===== src/rtl/spi_byte_stream_if.sv =====
// Byte-stream side and spi_master_m side signals of spi_byte_stream.
// The slave modport is the block's view; master is the surrounding logic's view.
interface spi_byte_stream_if;
  logic [7:0] tx_data;
  logic       tx_valid;
  logic       tx_ready;
  logic [7:0] rx_data;
  logic       rx_valid;
  logic       rx_ready;
  logic       m_start;
  logic       m_busy;
  logic [7:0] m_dout;
  logic [7:0] m_din;
  logic       active;
  logic       err;

  modport slave (
    input  tx_data, tx_valid, rx_ready, m_busy, m_din,
    output tx_ready, rx_data, rx_valid, m_start, m_dout, active, err
  );

  modport master (
    output tx_data, tx_valid, rx_ready, m_busy, m_din,
    input  tx_ready, rx_data, rx_valid, m_start, m_dout, active, err
  );
endinterface


===== src/rtl/spi_byte_stream.sv =====
// Byte-stream front end for spi_master_m: TX FIFO feeds one START/BUSY transfer
// per byte, and each received byte lands in a first-word fall-through RX FIFO.
module spi_byte_stream #(
  parameter int DEPTH        = 8,
  parameter int AW           = 3,
  parameter int BUSY_TIMEOUT = 16
) (
  input logic              clk,
  input logic              rst,
  spi_byte_stream_if.slave bus
);

  typedef enum logic [2:0] {
    S_IDLE,
    S_LAUNCH,
    S_WAIT_BUSY,
    S_WAIT_DONE,
    S_CAPTURE
  } state_t;

  localparam int            CW         = $clog2(BUSY_TIMEOUT + 1);
  localparam logic [AW:0]   FULL_COUNT = (AW + 1)'(DEPTH);
  localparam logic [AW:0]   CNT_ONE    = (AW + 1)'(1);
  localparam logic [AW-1:0] PTR_ONE    = AW'(1);
  localparam logic [CW-1:0] TO_ONE     = CW'(1);
  // The LAUNCH cycle counts as the first of the BUSY_TIMEOUT cycles, so ERR is
  // visible exactly BUSY_TIMEOUT cycles after the M_START pulse.
  localparam logic [CW-1:0] TO_LAST    = CW'(BUSY_TIMEOUT - 2);

  state_t state_reg, state_next;

  logic [7:0]    tx_mem [DEPTH];
  logic [AW-1:0] tx_wr_ptr_reg, tx_rd_ptr_reg;
  logic [AW:0]   tx_count_reg;
  logic          tx_push, tx_pop;

  logic [7:0]    rx_mem [DEPTH];
  logic [AW-1:0] rx_wr_ptr_reg, rx_rd_ptr_reg;
  logic [AW:0]   rx_count_reg;
  logic          rx_push, rx_pop;

  logic [CW-1:0] to_cnt_reg;
  logic          to_clear, to_inc, err_set;
  logic          m_start_reg, err_reg;
  logic [7:0]    m_dout_reg;
  logic          launch_ok;

  // ---------------- TX FIFO ----------------
  assign bus.tx_ready = (tx_count_reg < FULL_COUNT);
  assign tx_push      = bus.tx_valid && bus.tx_ready;

  always_ff @(posedge clk) begin
    if (tx_push) tx_mem[tx_wr_ptr_reg] <= bus.tx_data;
  end

  always_ff @(posedge clk) begin
    if (rst) begin
      tx_wr_ptr_reg <= '0;
      tx_rd_ptr_reg <= '0;
      tx_count_reg  <= '0;
    end else begin
      if (tx_push) tx_wr_ptr_reg <= tx_wr_ptr_reg + PTR_ONE;
      if (tx_pop)  tx_rd_ptr_reg <= tx_rd_ptr_reg + PTR_ONE;
      case ({tx_push, tx_pop})
        2'b10:   tx_count_reg <= tx_count_reg + CNT_ONE;
        2'b01:   tx_count_reg <= tx_count_reg - CNT_ONE;
        default: tx_count_reg <= tx_count_reg;
      endcase
    end
  end

  // ---------------- RX FIFO ----------------
  assign bus.rx_valid = (rx_count_reg != '0);
  assign bus.rx_data  = rx_mem[rx_rd_ptr_reg];
  assign rx_pop       = bus.rx_valid && bus.rx_ready;

  always_ff @(posedge clk) begin
    if (rx_push) rx_mem[rx_wr_ptr_reg] <= bus.m_din;
  end

  always_ff @(posedge clk) begin
    if (rst) begin
      rx_wr_ptr_reg <= '0;
      rx_rd_ptr_reg <= '0;
      rx_count_reg  <= '0;
    end else begin
      if (rx_push) rx_wr_ptr_reg <= rx_wr_ptr_reg + PTR_ONE;
      if (rx_pop)  rx_rd_ptr_reg <= rx_rd_ptr_reg + PTR_ONE;
      case ({rx_push, rx_pop})
        2'b10:   rx_count_reg <= rx_count_reg + CNT_ONE;
        2'b01:   rx_count_reg <= rx_count_reg - CNT_ONE;
        default: rx_count_reg <= rx_count_reg;
      endcase
    end
  end

  // ---------------- Transfer sequencer ----------------
  // Reserving an RX slot before launching means CAPTURE can never overflow.
  assign launch_ok = (tx_count_reg != '0) && (rx_count_reg < FULL_COUNT) && !bus.m_busy;

  always_ff @(posedge clk) begin
    if (rst) state_reg <= S_IDLE;
    else     state_reg <= state_next;
  end

  always_comb begin
    state_next = state_reg;
    case (state_reg)
      S_IDLE:      if (launch_ok) state_next = S_LAUNCH;
      S_LAUNCH:    state_next = S_WAIT_BUSY;
      S_WAIT_BUSY: begin
        if (bus.m_busy)                state_next = S_WAIT_DONE;
        else if (to_cnt_reg == TO_LAST) state_next = S_IDLE;
      end
      S_WAIT_DONE: if (!bus.m_busy) state_next = S_CAPTURE;
      S_CAPTURE:   state_next = S_IDLE;
      default:     state_next = S_IDLE;
    endcase
  end

  always_comb begin
    tx_pop   = 1'b0;
    rx_push  = 1'b0;
    to_clear = 1'b0;
    to_inc   = 1'b0;
    err_set  = 1'b0;
    case (state_reg)
      S_IDLE:      tx_pop = launch_ok;
      S_LAUNCH:    to_clear = 1'b1;
      S_WAIT_BUSY: begin
        if (!bus.m_busy) begin
          if (to_cnt_reg == TO_LAST) err_set = 1'b1;
          else                       to_inc  = 1'b1;
        end
      end
      S_CAPTURE:   rx_push = 1'b1;
      default:     ;
    endcase
  end

  assign bus.active = (state_reg != S_IDLE);

  always_ff @(posedge clk) begin
    if (rst) begin
      to_cnt_reg  <= '0;
      m_start_reg <= 1'b0;
      m_dout_reg  <= 8'h00;
      err_reg     <= 1'b0;
    end else begin
      if (to_clear)    to_cnt_reg <= '0;
      else if (to_inc) to_cnt_reg <= to_cnt_reg + TO_ONE;
      m_start_reg <= (state_next == S_LAUNCH);
      // DOUT only moves on a launch, so it is stable for the whole transfer.
      if (tx_pop) m_dout_reg <= tx_mem[tx_rd_ptr_reg];
      if (err_set) err_reg <= 1'b1;
    end
  end

  assign bus.m_start = m_start_reg;
  assign bus.m_dout  = m_dout_reg;
  assign bus.err     = err_reg;

endmodule

===== src/flat_wrapper.sv =====
// flat-port wrapper written by rule: the top's interface ports become plain ports
module spi_byte_stream_flat 
#(
  parameter int DEPTH        = 8,
  parameter int AW           = 3,
  parameter int BUSY_TIMEOUT = 16
)
  (clk, rst, bus_tx_data, bus_tx_valid, bus_rx_ready, bus_m_busy, bus_m_din, bus_tx_ready, bus_rx_data, bus_rx_valid, bus_m_start, bus_m_dout, bus_active, bus_err);
  spi_byte_stream_if bus_i ();
  input logic clk;
  input logic rst;
  input wire logic [$bits(bus_i.tx_data)-1:0] bus_tx_data;
  input wire logic [$bits(bus_i.tx_valid)-1:0] bus_tx_valid;
  input wire logic [$bits(bus_i.rx_ready)-1:0] bus_rx_ready;
  input wire logic [$bits(bus_i.m_busy)-1:0] bus_m_busy;
  input wire logic [$bits(bus_i.m_din)-1:0] bus_m_din;
  output wire logic [$bits(bus_i.tx_ready)-1:0] bus_tx_ready;
  output wire logic [$bits(bus_i.rx_data)-1:0] bus_rx_data;
  output wire logic [$bits(bus_i.rx_valid)-1:0] bus_rx_valid;
  output wire logic [$bits(bus_i.m_start)-1:0] bus_m_start;
  output wire logic [$bits(bus_i.m_dout)-1:0] bus_m_dout;
  output wire logic [$bits(bus_i.active)-1:0] bus_active;
  output wire logic [$bits(bus_i.err)-1:0] bus_err;
  assign bus_i.tx_data = bus_tx_data;
  assign bus_i.tx_valid = bus_tx_valid;
  assign bus_i.rx_ready = bus_rx_ready;
  assign bus_i.m_busy = bus_m_busy;
  assign bus_i.m_din = bus_m_din;
  assign bus_tx_ready = bus_i.tx_ready;
  assign bus_rx_data = bus_i.rx_data;
  assign bus_rx_valid = bus_i.rx_valid;
  assign bus_m_start = bus_i.m_start;
  assign bus_m_dout = bus_i.m_dout;
  assign bus_active = bus_i.active;
  assign bus_err = bus_i.err;
  spi_byte_stream #(.DEPTH(DEPTH), .AW(AW), .BUSY_TIMEOUT(BUSY_TIMEOUT)) u_core (.clk(clk), .rst(rst), .bus(bus_i));
endmodule

===== config.mk =====
export PLATFORM = sky130hd
export DESIGN_NAME = spi_byte_stream_flat
export DESIGN_NICKNAME = d
export VERILOG_FILES = /design/src/rtl/spi_byte_stream_if.sv /design/src/rtl/spi_byte_stream.sv /design/src/flat_wrapper.sv
export SDC_FILE = /design/constraint.sdc
export NUM_CORES = 1
export LEC_CHECK = 0
export CORE_UTILIZATION = 40
export CTS_CLUSTER_SIZE = 10
export DETAILED_ROUTE_END_ITERATION = 7
export PLACE_DENSITY = 0.67
export SYNTH_ARGS = -nofsm -noshare
export SYNTH_HDL_FRONTEND = slang
export SYNTH_SLANG_ARGS = --single-unit

===== constraint.sdc =====
create_clock -name clk -period 2.7 [get_ports clk]
set_clock_uncertainty 0.15 [all_clocks]
set_input_delay 0.54 -clock clk [delete_from_list [all_inputs] [get_ports clk]]
set_output_delay 0.54 -clock clk [all_outputs]
set_load 0.01 [all_outputs]

==> out/results.ini <==
[route]
drtIter0Drc=177
wl_per_cell_um=17.0
vias=3620
wl_mm=12.2
drc=0
viasPerCell=5.02
firstDrtPassIters=4
drtAntennaViolNets=0

[setup_path]
crit_required_ns=2.01
path_max_fanout=8
ff2ff_setup_slack_ns=0.16
crit_type=flip-flop to primary output
start_kind=flip-flop
arrival_ns=1.97
critPathMaxStageDelay_ns=0.49
cp_top_family=multiplexers
cp_num_buf_inv=2
slowest_stage=mux4_2
cp-end-kind=primary output
crit_chain=buf_16, mux4_2, mux2_4, clkdlybuf4s15_2

[clocking]
htreeDepth=4
clkLatencyLatePin_ns=0.42
cts_buffer_depth=2
clk_pin_slew_ns=0.06
cts.sinks=169
clock-root-buffer=clkbuf_16
cts_buffers=17
tritoncts=done

[timing]
fin_crit_sh=0.983
hold_viol=0
finalSetupViolCount=0
period_needed_ns=2.66
maxSlewViolCount=0
max_freq_ghz=0.377
tightest_slew_ns=0.653
whs_ns=0.323
slew_headroom=0.564

[grt]
grt_pass1_vias=3885
track_usage=0.154
overflow=0
antenna_found_initial=0
grt_pass1_wl_mm=20.1
grt_start_max_net_pins=20

[pwr]
power.density_nw_per_um2=831
leakage_uw=0.00279
power.total_uw=6950
vdd_drop_max_uv=551

[cells_and_area]
fillers=1318
area_delta_synth_final_pct=23.9
diodes=0
layout-drive-gt1-share=0.273
nNetsFinal=522
fin_cells=721

[yosys]
synth_flop_cell=edfxtp_1
yosysTopAreaCell=edfxtp_1
synth_area_leaders=edfxtp_1, dfxtp_1, mux4_2, nor2_1, ha_1
yosys_register_bits=169
synth_cell_types=39
synth_fp_nets=440
syn_area_um2=6750
post-synth-top-area-fraction=0.569
synth.most_common_cell=edfxtp_1
synth_warnings=0
avgSynthCellArea_um2=16.6
synthTopCellsByCount=edfxtp_1, nor2_1, dfxtp_1
synthCells=406
synth_edf_count=128
yosysSeqAreaShare=0.691
asyncSetResetFlopFracSynth=0

[die]
start_util=0.408
core-area_um2=16500
ios=42
die_width_um=132
fp.dieH_um=132
rows=47
dieArea_um2=17400

[placement]
place_congestion=0.734
port_buffers=41
dp_cells=687
dp_hpwl_mm=7.93

[job]
drv_cap=0

[run_status]
status=finished, final reports clean

[min_path]
hold_path_class=flip-flop to flip-flop

final timing paths:
path                                  startpoint                             endpoint  depth (start not counted)
min reg2reg          u_core.bus.err$_SDFFE_PP0P_          u_core.bus.err$_SDFFE_PP0P_                          2
max reg2reg  u_core.rx_count_reg[3]$_SDFFE_PP0P_  u_core.rx_count_reg[3]$_SDFFE_PP0P_                          9
max                                    flip-flop                       bus_rx_data[1]                          4
min                  u_core.bus.err$_SDFFE_PP0P_          u_core.bus.err$_SDFFE_PP0P_                          2
metrics by stage:
stage	TNS (ns)	utilization	worst slack [ns]	instance area (um2)
final	0	0.506	0.0448	8360
after floorplan	-0.00515	-	-0.00515	6780
after CTS	0	0.505	0.00531	8350
after global placement	-0.755	0.465	-0.370	7680
after detailed placement	-1.11	0.465	-0.445	7680
after global routing	-0.0139	0.506	-0.0139	8360
layout make-up:
class,instances,area (um2),share of cell area
Multi-Input combinational cell,209,2020,0.241
Sequential cell,169,4670,0.558
Tap cell,220,275,0.0329
Inverter,8,30.0,0.00359
Timing Repair Buffer,83,734,0.0878
Clock buffer,21,440,0.0527
Clock inverter,11,196,0.0235
placed cells by master (no fill, tap or decap), types with 3 or more instances in the layout:
| cell | netlist | routed |
|---|---|---|
| o21ai_0 | 3 | 3 |
| inv_1 | 8 | 8 |
| a211oi_2 | 8 | 8 |
| bufinv_16 | 0 | 5 |
| mux2i_1 | 11 | 11 |
| nand3_1 | 9 | 9 |
| nor2_1 | 46 | 46 |
| ha_1 | 12 | 9 |
| nor3_1 | 5 | 5 |
| dfxtp_1 | 41 | 40 |
| clkdlybuf4s50_1 | 0 | 33 |
| edfxtp_1 | 128 | 128 |
| mux4_2 | 32 | 32 |
| xnor2_1 | 4 | 4 |
| clkbuf_1 | 9 | 4 |
| nand2b_1 | 6 | 6 |
| a21oi_1 | 13 | 12 |
| mux2_2 | 9 | 8 |
| buf_4 | 4 | 40 |
| clkbuf_16 | 0 | 17 |
| clkbuf_2 | 0 | 3 |
| nor2b_1 | 3 | 3 |
| nand2_1 | 11 | 11 |
| xor2_1 | 12 | 12 |
metal layers:
| metal | routed length, um | vias to the layer above | GRT usage |
|---|---|---|---|
| met1 | 5130 | 1835 | 0.178 |
| met4 | 197 | 0 | 0.0724 |
| met5 | 0 | - | 0 |
| met2 | 6560 | 54 | 0.271 |
| met3 | 358 | 14 | 0.0361 |
| li1 | - | 1717 | - |
timing repair:
item,in CTS,in global routing
pin swaps,3,1
setup buffers,0,1
gates cloned,1,0
gates resized for setup,22,10
setup endpoints to repair,9,11
hold buffers,0,0
worst register-to-register path: cells and delay by family, from the launching register on:
family	cells	cell delay (ns)
AO/OA/AOI/OAI	1	0.15
adder cells (fa/ha/maj)	2	0.50
buffers and inverters	1	0.05
flip-flops	1	0.31
AND/OR/NAND/NOR	5	1.33
report_power, final:
group | switching [uW] | internal, uW
logic | 607 | 664
registers | 126 | 2960
clock network | 947 | 1650
total | 1680 | 5270
logic make-up after synthesis:
group	share of synthesized area
AO/OA/AOI/OAI	0.0324
XOR/XNOR	0.0208
adder cells (fa/ha/maj)	0.0252
buffers and inverters	0.0183
flip-flops	0.691
multiplexers	0.138
AND/OR/NAND/NOR	0.0741
No activity file was read; power rests on OpenSTA's default activity.
